File: config.mk
export PLATFORM = sky130hd
export DESIGN_NAME = enemy_fire_scheduler_flat
export DESIGN_NICKNAME = d
export VERILOG_FILES = /design/src/rtl/enemy_fire_scheduler_if.sv /design/src/rtl/enemy_fire_scheduler.sv /design/src/flat_wrapper.sv
export SDC_FILE = /design/constraint.sdc
export NUM_CORES = 1
export LEC_CHECK = 0
export ABC_AREA = 1
export CORE_UTILIZATION = 45
export CTS_BUF_LIST = sky130_fd_sc_hd__clkbuf_4 sky130_fd_sc_hd__clkbuf_8
export DETAILED_ROUTE_END_ITERATION = 8
export PLACE_DENSITY_LB_ADDON = 0.3
export SLEW_MARGIN = 20
export SYNTH_ARGS = -nofsm -noshare
export SYNTH_HDL_FRONTEND = slang
export SYNTH_SLANG_ARGS = --single-unit
File: constraint.sdc
create_clock -name clk -period 2.6 [get_ports clk]
set_input_delay 0.39 -clock clk [delete_from_list [all_inputs] [get_ports clk]]
set_output_delay 0.39 -clock clk [all_outputs]
set_load 0.02 [all_outputs]
File: src/rtl/enemy_fire_scheduler_if.sv
// Signal bundle between the game controller and the enemy fire scheduler.
// The master side drives frame/fire/slot status; the slave side returns the strobe and status.
interface enemy_fire_scheduler_if #(
    parameter int unsigned NUM_SLOTS = 4
) ();
    logic                 frame_tick;
    logic                 fire_req;
    logic                 defend;
    logic [NUM_SLOTS-1:0] slot_busy;
    logic [NUM_SLOTS-1:0] slot_hit;
    logic [NUM_SLOTS-1:0] attack;
    logic [3:0]           ammo;
    logic [1:0]           state;
    logic [7:0]           hit_count;
    logic                 pending;

    modport master (
        output frame_tick, fire_req, defend, slot_busy, slot_hit,
        input  attack, ammo, state, hit_count, pending
    );

    modport slave (
        input  frame_tick, fire_req, defend, slot_busy, slot_hit,
        output attack, ammo, state, hit_count, pending
    );
endinterface

File: src/rtl/enemy_fire_scheduler.sv
// Enemy fire scheduler: latches fire requests, issues one shot per frame into a free slot
// (round-robin), and tracks cooldown, magazine reload and saturating hit count.
module enemy_fire_scheduler #(
    parameter int unsigned NUM_SLOTS = 4,
    parameter int unsigned COOLDOWN  = 8,
    parameter int unsigned MAG_SIZE  = 6,
    parameter int unsigned RELOAD    = 30
) (
    input logic                   clk,
    input logic                   rst_n,
    enemy_fire_scheduler_if.slave bus
);

    localparam int unsigned PtrW = (NUM_SLOTS > 1) ? $clog2(NUM_SLOTS) : 1;

    typedef enum logic [1:0] {
        StReady    = 2'd0,
        StCooldown = 2'd1,
        StReload   = 2'd2
    } state_e;

    state_e               state_q, state_d;
    logic [7:0]           counter_q, counter_d;
    logic [3:0]           ammo_q, ammo_d;
    logic [PtrW-1:0]      rr_ptr_q, rr_ptr_d;
    logic                 pending_q, pending_d;
    logic [NUM_SLOTS-1:0] attack_q, attack_d;
    logic [7:0]           hit_count_q, hit_count_d;

    logic                 sel_found;
    logic [PtrW-1:0]      sel_idx;
    logic [PtrW:0]        sum;
    logic [PtrW-1:0]      idx;
    logic                 issue;
    logic [8:0]           hit_sum;

    // First free slot at or after rr_ptr, wrapping modulo NUM_SLOTS.
    always_comb begin
        sel_found = 1'b0;
        sel_idx   = '0;
        sum       = '0;
        idx       = '0;
        for (int unsigned i = 0; i < NUM_SLOTS; i++) begin
            sum = {1'b0, rr_ptr_q} + (PtrW+1)'(i);
            if (sum >= (PtrW+1)'(NUM_SLOTS)) begin
                sum = sum - (PtrW+1)'(NUM_SLOTS);
            end
            idx = sum[PtrW-1:0];
            if (!sel_found && !bus.slot_busy[idx]) begin
                sel_found = 1'b1;
                sel_idx   = idx;
            end
        end
    end

    assign issue = bus.frame_tick && (state_q == StReady) && pending_q && !bus.defend && sel_found;

    always_comb begin
        state_d   = state_q;
        counter_d = counter_q;
        ammo_d    = ammo_q;
        rr_ptr_d  = rr_ptr_q;
        attack_d  = '0;
        pending_d = bus.fire_req ? 1'b1 : (issue ? 1'b0 : pending_q);

        unique case (state_q)
            StReady: begin
                if (issue) begin
                    attack_d[sel_idx] = 1'b1;
                    ammo_d            = ammo_q - 4'd1;
                    if ({1'b0, sel_idx} == (PtrW+1)'(NUM_SLOTS - 1)) begin
                        rr_ptr_d = '0;
                    end else begin
                        rr_ptr_d = sel_idx + PtrW'(1);
                    end
                    if (ammo_q == 4'd1) begin
                        state_d   = StReload;
                        counter_d = 8'(RELOAD);
                    end else begin
                        state_d   = StCooldown;
                        counter_d = 8'(COOLDOWN);
                    end
                end
            end
            StCooldown: begin
                if (bus.frame_tick) begin
                    if (counter_q <= 8'd1) begin
                        state_d   = StReady;
                        counter_d = 8'd0;
                    end else begin
                        counter_d = counter_q - 8'd1;
                    end
                end
            end
            StReload: begin
                if (bus.frame_tick) begin
                    if (counter_q <= 8'd1) begin
                        state_d   = StReady;
                        counter_d = 8'd0;
                        ammo_d    = 4'(MAG_SIZE);
                    end else begin
                        counter_d = counter_q - 8'd1;
                    end
                end
            end
            default: begin
                state_d   = StReady;
                counter_d = 8'd0;
            end
        endcase
    end

    always_comb begin
        hit_sum     = {1'b0, hit_count_q} + 9'($countones(bus.slot_hit));
        hit_count_d = hit_sum[8] ? 8'hff : hit_sum[7:0];
    end

    always_ff @(posedge clk or negedge rst_n) begin
        if (!rst_n) begin
            state_q     <= StReady;
            counter_q   <= 8'd0;
            ammo_q      <= 4'(MAG_SIZE);
            rr_ptr_q    <= '0;
            pending_q   <= 1'b0;
            attack_q    <= '0;
            hit_count_q <= 8'd0;
        end else begin
            state_q     <= state_d;
            counter_q   <= counter_d;
            ammo_q      <= ammo_d;
            rr_ptr_q    <= rr_ptr_d;
            pending_q   <= pending_d;
            attack_q    <= attack_d;
            hit_count_q <= hit_count_d;
        end
    end

    assign bus.attack    = attack_q;
    assign bus.ammo      = ammo_q;
    assign bus.state     = state_q;
    assign bus.hit_count = hit_count_q;
    assign bus.pending   = pending_q;

endmodule

File: src/flat_wrapper.sv
// flat-port wrapper written by rule: the top's interface ports become plain ports
module enemy_fire_scheduler_flat 
#(
    parameter int unsigned NUM_SLOTS = 4,
    parameter int unsigned COOLDOWN  = 8,
    parameter int unsigned MAG_SIZE  = 6,
    parameter int unsigned RELOAD    = 30
)
  (clk, rst_n, bus_frame_tick, bus_fire_req, bus_defend, bus_slot_busy, bus_slot_hit, bus_attack, bus_ammo, bus_state, bus_hit_count, bus_pending);
  enemy_fire_scheduler_if #(.NUM_SLOTS(NUM_SLOTS)) bus_i ();
  input logic clk;
  input logic rst_n;
  input wire logic [$bits(bus_i.frame_tick)-1:0] bus_frame_tick;
  input wire logic [$bits(bus_i.fire_req)-1:0] bus_fire_req;
  input wire logic [$bits(bus_i.defend)-1:0] bus_defend;
  input wire logic [$bits(bus_i.slot_busy)-1:0] bus_slot_busy;
  input wire logic [$bits(bus_i.slot_hit)-1:0] bus_slot_hit;
  output wire logic [$bits(bus_i.attack)-1:0] bus_attack;
  output wire logic [$bits(bus_i.ammo)-1:0] bus_ammo;
  output wire logic [$bits(bus_i.state)-1:0] bus_state;
  output wire logic [$bits(bus_i.hit_count)-1:0] bus_hit_count;
  output wire logic [$bits(bus_i.pending)-1:0] bus_pending;
  assign bus_i.frame_tick = bus_frame_tick;
  assign bus_i.fire_req = bus_fire_req;
  assign bus_i.defend = bus_defend;
  assign bus_i.slot_busy = bus_slot_busy;
  assign bus_i.slot_hit = bus_slot_hit;
  assign bus_attack = bus_i.attack;
  assign bus_ammo = bus_i.ammo;
  assign bus_state = bus_i.state;
  assign bus_hit_count = bus_i.hit_count;
  assign bus_pending = bus_i.pending;
  enemy_fire_scheduler #(.NUM_SLOTS(NUM_SLOTS), .COOLDOWN(COOLDOWN), .MAG_SIZE(MAG_SIZE), .RELOAD(RELOAD)) u_core (.clk(clk), .rst_n(rst_n), .bus(bus_i));
endmodule
==> reports/qor.txt, run 1 <==
status: completed
CTS Hold Bufs: 0
unrepaired setup endpoints after global routing: false
CTS tree: done
post-place setup slack: -0.234 ns
die area: 0.00480 sq mm
Worst Path Max Fanout: 2
Vias: 1,769
Setup Skew: 0.00428 ns
total gr overflow: 0
IO Count: 32
Inserted Clock Buffers: 5
Yosys reg bits: 29
Area growth syn-to-layout: 23.8%
area occupied by multi-input gates: 0.00113 sq mm
Synth cell types: 26
reg2reg start: u_core.bus.hit_count[1]
Yosys warnings: 0
Final Worst Setup Slack: 0.119 ns
Slew @ Worst Pin: 0.390 ns
combinational group share of total power: 61.5%
Post-Syn Instances: 271
Slew Limit Fails: 0
post-synthesis async set-or-reset flop share: 100%
largest net degree at the start of global routing: 30
# port buffers: 31
drt total wl: 3940 microns
CP endpoint kind: flip-flop
root buffer cell: clkbuf_8
WHS Endpoint: u_core.bus.ammo[2]
core area: 0.00435 sq mm
routed len/inst: 10.9 microns
Top FF cell, synth: dfrtp_1
crit path kind: input pin to flip-flop
hold_ws: 0.486 ns
Util after Layout: 58.0%
die height: 69.3 microns
# rows: 24
sequential power share: 25.8%
NetSw: 1.56 mW
Via density: 4.87
# clock sinks: 29
Max Root-Sink Buffers: 2
largest cells by area after synthesis: dfrtp_1 33%, nand2_1 14%, ha_1 9.2%
Relative slew margins: 74.0%
Post-synth EDFFs: 0
All-Layer GR Usage: 18.3%
R2R depth: 12
TritonRoute pass-1 iters: 4
clk_lat worst skew: 0.28 ns
sw frac: 48.0%
Final Hold Vio Count: 0
count leader, synth: nand2_1
Max Clk Rate: 403 MHz
Fill cells: 387
# H-tree levels: 2
final setup vio count: 0
antenna cells: 0
most area-hungry cell type in the Yosys netlist: dfrtp_1
Lkg Pwr: 1.33 nW
reg-to-reg endpoint: u_core.bus.hit_count[7]
Req. time, crit path: 2.76 ns
Commonest cells post-synth: 77 x nand2_1, 41 x inv_1, 32 x nand3_1
type of origin of the critical path: input pin
sequential share of the synthesized area: 35.7%
peak supply drop: 0.000658 V
WHS Path Cells: 2
Pwr Total: 3.24 mW
initial antenna violation count: 0
number of global-route vias before repair: 1,676
min cycle time layout: 2.48 ns
Final nets: 341
Clock Power Share: 12.7%
synthesized area per cell: 7.52 sq um
DR DRC count: 0
max_cap viols: 0
Synth Cell Area: 0.00204 sq mm
worst endpoint data arrival time: 2.64 ns
first-pass GRT wire length: 7120 microns
FF-to-FF setup slack: 0.47 ns
Reg clk slew, reported paths: 0.06 ns
Final ANT Viol Nets: 0
fin crit share: 95.4%
fraction of layout cells with a size suffix above 1: 12.2%
cell-internal power: 1.69 mW
Hold Crit Class: flip-flop to flip-flop
hold path startpoint: u_core.bus.ammo[2]
Register Area: 728 sq um
post-synth top area share: 33.1%
DRT iter0 DRCs: 56
HPWL Detailed: 2960 microns
die width: 69.3 microns
Pwr Density: 1290 mW/mm^2
Starting Density: 46.8%
RD Place Congestion: 0.827
Syn Nets: 302
setup_tns: 0 ns
[routing by layer]
metal	vias to the layer above	global-route usage, %	wire, microns
met5	-	0	0
met4	0	9.07	68
met3	7	4.22	146
met2	33	28.7	1820
met1	803	23.8	1900
li1	926	-	-
[how the worst max path moves through the flow]
stage	startpoint	endpoint	slack (ns)	cells after the start
after floorplan	bus_slot_hit[2]	u_core.bus.hit_count[7]	0.38	13
after global placement	bus_slot_hit[2]	u_core.bus.hit_count[7]	-0.16	14
after detailed placement	bus_slot_hit[2]	u_core.bus.hit_count[7]	-0.23	14
after CTS	bus_slot_hit[2]	u_core.bus.hit_count[7]	0.06	14
after global routing	bus_slot_hit[2]	u_core.bus.hit_count[7]	0.007	14
final	bus_slot_hit[2]	u_core.bus.hit_count[7]	0.12	14
[power by group through the flow]
stage          Clock [mW]  Sequential (mW)  Combinational [mW]
4_1_cts             0.431            0.836                2.00
3_3_place_gp            0            0.837                1.94
2_1_floorplan           0            0.938                1.36
5_1_grt             0.444            0.871                2.28
3_5_place_dp            0            0.845                1.99
6_report            0.413            0.838                1.99
[critical path: stages]
cell and delay, ns:
clkdlybuf4s50_1 0.47, ha_1 0.15, inv_1 0.05, fa_1 0.50, inv_1 0.04, ha_1 0.22, fa_2 0.34, nand2_1 0.07
inv_1 0.04, nand2_1 0.06, nor2_1 0.05, nand2_1 0.07, or2_2 0.11, nand3_1 0.07
[cell usage in the layout, fill, tap and decap left out]
master,instances
nand2_8,1
a21o_2,1
nand4_4,1
clkdlybuf4s50_1,31
nand3b_1,2
a21oi_1,7
nand2_2,11
xnor2_1,1
nor2_1,22
dfrtp_1,27
ha_1,15
dfstp_2,2
inv_2,1
nand2_4,2
a31oi_1,1
inv_6,1
inv_1,41
nand3_1,31
nand4_1,5
or2_2,4
fa_1,2
nand2_1,77
nand3_2,1
nor3_1,1
clkinv_2,1
xor2_1,4
buf_4,3
fa_2,1
o21ai_0,6
clkbuf_8,7
nor3_2,1
[logic make-up (layout without fill, tap and decap cells)]
family | Yosys count | count (layout) | synth area share [%]
and+or+nand+nor | 159 | 159 | 36.6
DFF | 29 | 29 | 35.7
xor gates and xnor gates | 5 | 5 | 2.15
adders and majority gates | 18 | 18 | 12.2
AOI/OAI and AO/OA | 15 | 15 | 3.93
buffers and inverters | 45 | 85 | 9.45
[state kept, by name (all words and copies together), names as in the netlist]
| register | cells |
|---|---|
| u_core.counter_q | 8 |
| u_core.rr_ptr_q | 2 |
| u_core.bus.attack | 4 |
| u_core.bus.pending | 1 |
| u_core.bus.state | 2 |
| u_core.bus.hit_count | 8 |
| u_core.bus.ammo | 4 |
[per-stage QoR]
stage          std cells  cell area, sq um
2_1_floorplan        271              2040
3_3_place_gp         355              2410
3_5_place_dp         355              2410
4_1_cts              363              2510
5_1_grt              363              2520
6_report             363              2520
[timing repair]
action	in CTS	in global routing
resized for setup	0	3
setup endpoints to repair	0	4
buffers inserted	0	0
[cell type report]
type | instances | area share, %
multi-input cells | 197 | 44.8
inverters | 43 | 6.59
clock inverters | 1 | 0.198
repair buffers | 34 | 13.2
clock buffers | 7 | 3.82
flip-flops and latches | 29 | 28.9
well taps | 52 | 2.58
(Power assumes the default switching activity.)
==> inputs of run 2 (changes only) <==
SKIP_CTS_REPAIR_TIMING = 1   (was not set)
==> results of run 2 <==
No change in the layout: final DEF, timing and power equal those of run 1.
==> inputs of run 3 (changes only) <==
SLEW_MARGIN = not set   (was 20)
clock period = 2 ns   (was 2.6 ns; I/O delays follow)
==> run 3 against run 2 <==
Compared with the run above: the run now ends with setup timing left; sequential power is 31% higher; sequential cell count stayed put; setup slack worse by 0.23 ns; wire length is 0.53% higher; design area is 6.8% higher; global-route usage is 0.66 points lower; cell count is 3.0% higher; sequential share of layout area is 1.8 points lower; worst hold slack worse by 0.13 ns; critical path type is now flip-flop to flip-flop; combinational power is 45% higher.
==> reports/qor.txt, run 3 (same netlist as run 1, synthesis figures left out) <==
combinational group share of total power: 63.8% (was 61.5%)
crit-path leading delay family: adder cells (unchanged)
CP endpoint kind: flip-flop (unchanged)
Final Worst Setup Slack: -0.110 ns (was 0.119 ns)
sw frac: 46.9% (was 48.0%)
most frequent cells in the layout: 73 x nand2_1, 36 x inv_1, 29 x nand3_1 (was 77 x nand2_1, 41 x inv_1, 31 x nand3_1, 31 x clkdlybuf4s50_1, 27 x dfrtp_1)
crit path kind: flip-flop to flip-flop (was input pin to flip-flop)
peak supply drop: 0.000826 V (was 0.000658 V)
largest net degree at the start of global routing: 21 (was 30)
Worst Path Max Fanout: 2 (unchanged)
fin cells: 374 (was 363)
type of origin of the critical path: flip-flop (was input pin)
clk_lat worst skew: 0.29 ns (was 0.28 ns)
min cycle time layout: 2.11 ns
first-pass GRT wire length: 6860 microns (was 7120 microns)
TritonRoute pass-1 iters: 4 (unchanged)
Final ANT Viol Nets: 0 (unchanged)
# H-tree levels: 2 (unchanged)
Max Root-Sink Buffers: 2 (unchanged)
All-Layer GR Usage: 17.7% (was 18.3%)
critical path's most frequent cell: inv_2
Vias: 1,826 (was 1,769)
unrepaired setup endpoints after global routing: true (was false)
worst endpoint data arrival time: 2.27 ns (was 2.64 ns)
max incr delay on CP: 0.55 ns (was 0.50 ns)
Starting Density: 46.8% (unchanged)
HPWL Detailed: 2890 microns (was 2960 microns)
Relative slew margins: 65.2% (was 74.0%)
DR DRC count: 0 (unchanged)
Pwr Density: 1680 mW/mm^2 (was 1290 mW/mm^2)
Hold Crit Class: input pin to asynchronous set/reset pin (was flip-flop to flip-flop)
core area: 0.00435 sq mm (unchanged)
initial antenna violation count: 0 (unchanged)
Slew Limit Fails: 0 (unchanged)
die height: 69.3 microns (unchanged)
die area: 0.00480 sq mm (unchanged)
routed len/inst: 10.6 microns (was 10.9 microns)
crit-path cells: inv_2, fa_1, inv_2, ha_4, fa_2, nand2_2, inv_2, nand2_4, nor2_4, nand2_2, or2_4, nand3_2 (was clkdlybuf4s50_1, ha_1, inv_1, fa_1, inv_1, ha_1, fa_2, nand2_1, inv_1, nand2_1, nor2_1, nand2_1, or2_2, nand3_1)
Via density: 4.88 (was 4.87)
R2R depth: 12 (unchanged)
FF-to-FF setup slack: -0.11 ns (was 0.47 ns)
Setup Skew: 0.00609 ns (was 0.00428 ns)
status: finished with violations (was completed)
Slew @ Worst Pin: 0.520 ns (was 0.390 ns)
Reg clk slew, reported paths: 0.07 ns (was 0.06 ns)
# clock sinks: 29 (unchanged)
reg-to-reg endpoint: u_core.bus.hit_count[7] (unchanged)
fraction of layout cells with a size suffix above 1: 21.7% (was 12.2%)
Fill cells: 391 (was 387)
root buffer cell: clkbuf_8 (unchanged)
die width: 69.3 microns (unchanged)
Inserted Clock Buffers: 5 (unchanged)
DRT iter0 DRCs: 55 (was 56)
antenna cells: 0 (unchanged)
total gr overflow: 0 (unchanged)
Max Clk Rate: 474 MHz
reg2reg start: u_core.bus.hit_count[1] (unchanged)
placed cell count: 364 (was 355)
CP max stage cell: fa_1 (unchanged)
sequential power share: 24.2% (was 25.8%)
Lkg Pwr: 1.43 nW (was 1.33 nW)
NetSw: 2.13 mW (was 1.56 mW)
Clock Power Share: 12.0% (was 12.7%)
Final Hold Vio Count: 0 (unchanged)
IO Count: 32 (unchanged)
# port buffers: 31 (unchanged)
RD Place Congestion: 0.838 (was 0.827)
WP depth: 12 (was 14)
max_cap viols: 0 (unchanged)
fin crit share: 105%
Util after Layout: 61.9% (was 58.0%)
commonest non-fill, non-tap cell in the layout: nand2_1 (unchanged)
failing checks: setup timing
Req. time, crit path: 2.17 ns (was 2.76 ns)
CP Launch Point: u_core.bus.hit_count[1] (was bus_slot_hit[2])
final setup vio count: 1 (was 0)
Area growth syn-to-layout: 32.3% (was 23.8%)
CTS tree: done (unchanged)
Final nets: 352 (was 341)
drt total wl: 3960 microns (was 3940 microns)
CP Buf/Inv Count: 3 (was 4)
# rows: 24 (unchanged)
cell-internal power: 2.41 mW (was 1.69 mW)
number of global-route vias before repair: 1,583 (was 1,676)
## run 3: cell count changes in the layout (fill, tap and decap cells not counted), sizes merged
cell           previous run  this run
dlymetal6s2s              0         4
inv                      43        42
buf                       3        14
clkdlybuf4s50            31        27
clkinv                    1         2
## run 3: how the worst max path moves through the flow
stage                                    endpoint  slack [ns]
after floorplan           u_core.bus.hit_count[7]       -0.11
after global placement    u_core.bus.hit_count[7]       -0.61
after detailed placement  u_core.bus.hit_count[7]       -0.66
after CTS                 u_core.bus.hit_count[7]       -0.37
after global routing      u_core.bus.hit_count[7]       -0.17
final                     u_core.bus.hit_count[7]       -0.11
## run 3: per-layer routing
| layer | global-route usage [%] | vias up | part of all wire (%) |
|---|---|---|---|
| met4 | 7.94 | 0 | 1.7 |
| li1 | - | 954 | - |
| met1 | 23.7 | 820 | 48 |
| met3 | 3.92 | 5 | 4.9 |
| met2 | 27.3 | 47 | 46 |
| met5 | 0 | - | 0 |
## run 3: layout make-up
class                   instances  area (sq um)  share of cell area (%)
clock inverters                 1          5.00                   0.186
well taps                      52          65.1                    2.41
flip-flops and latches         29           731                    27.1
clock buffers                   7          96.3                    3.57
inverters                      43           166                    6.17
repair buffers                 45           438                    16.2
multi-input cells             197          1190                    44.3
## run 3: metrics by stage
stage	worst slack, ns	cell area [sq um]	power (mW)	hold WS (ns)	TNS, ns
detailed placement	-0.656	2500	3.83	0.478	-4.69
CTS	-0.372	2600	4.41	0.371	-2.22
finish	-0.110	2700	4.54	0.356	-0.110
global placement	-0.606	2500	3.79	0.471	-4.45
global route	-0.168	2700	5.00	0.397	-0.697
floorplan	-0.111	2040	3.00	0.00441	-0.111
## run 3: power by group through the flow
| stage | Sequential [mW] | Clock [mW] | Combinational [mW] |
|---|---|---|---|
| 3_5_place_dp | 1.09 | 0 | 2.74 |
| 2_1_floorplan | 1.22 | 0 | 1.78 |
| 4_1_cts | 1.09 | 0.560 | 2.76 |
| 3_3_place_gp | 1.09 | 0 | 2.70 |
| 5_1_grt | 1.13 | 0.588 | 3.29 |
| 6_report | 1.10 | 0.544 | 2.89 |
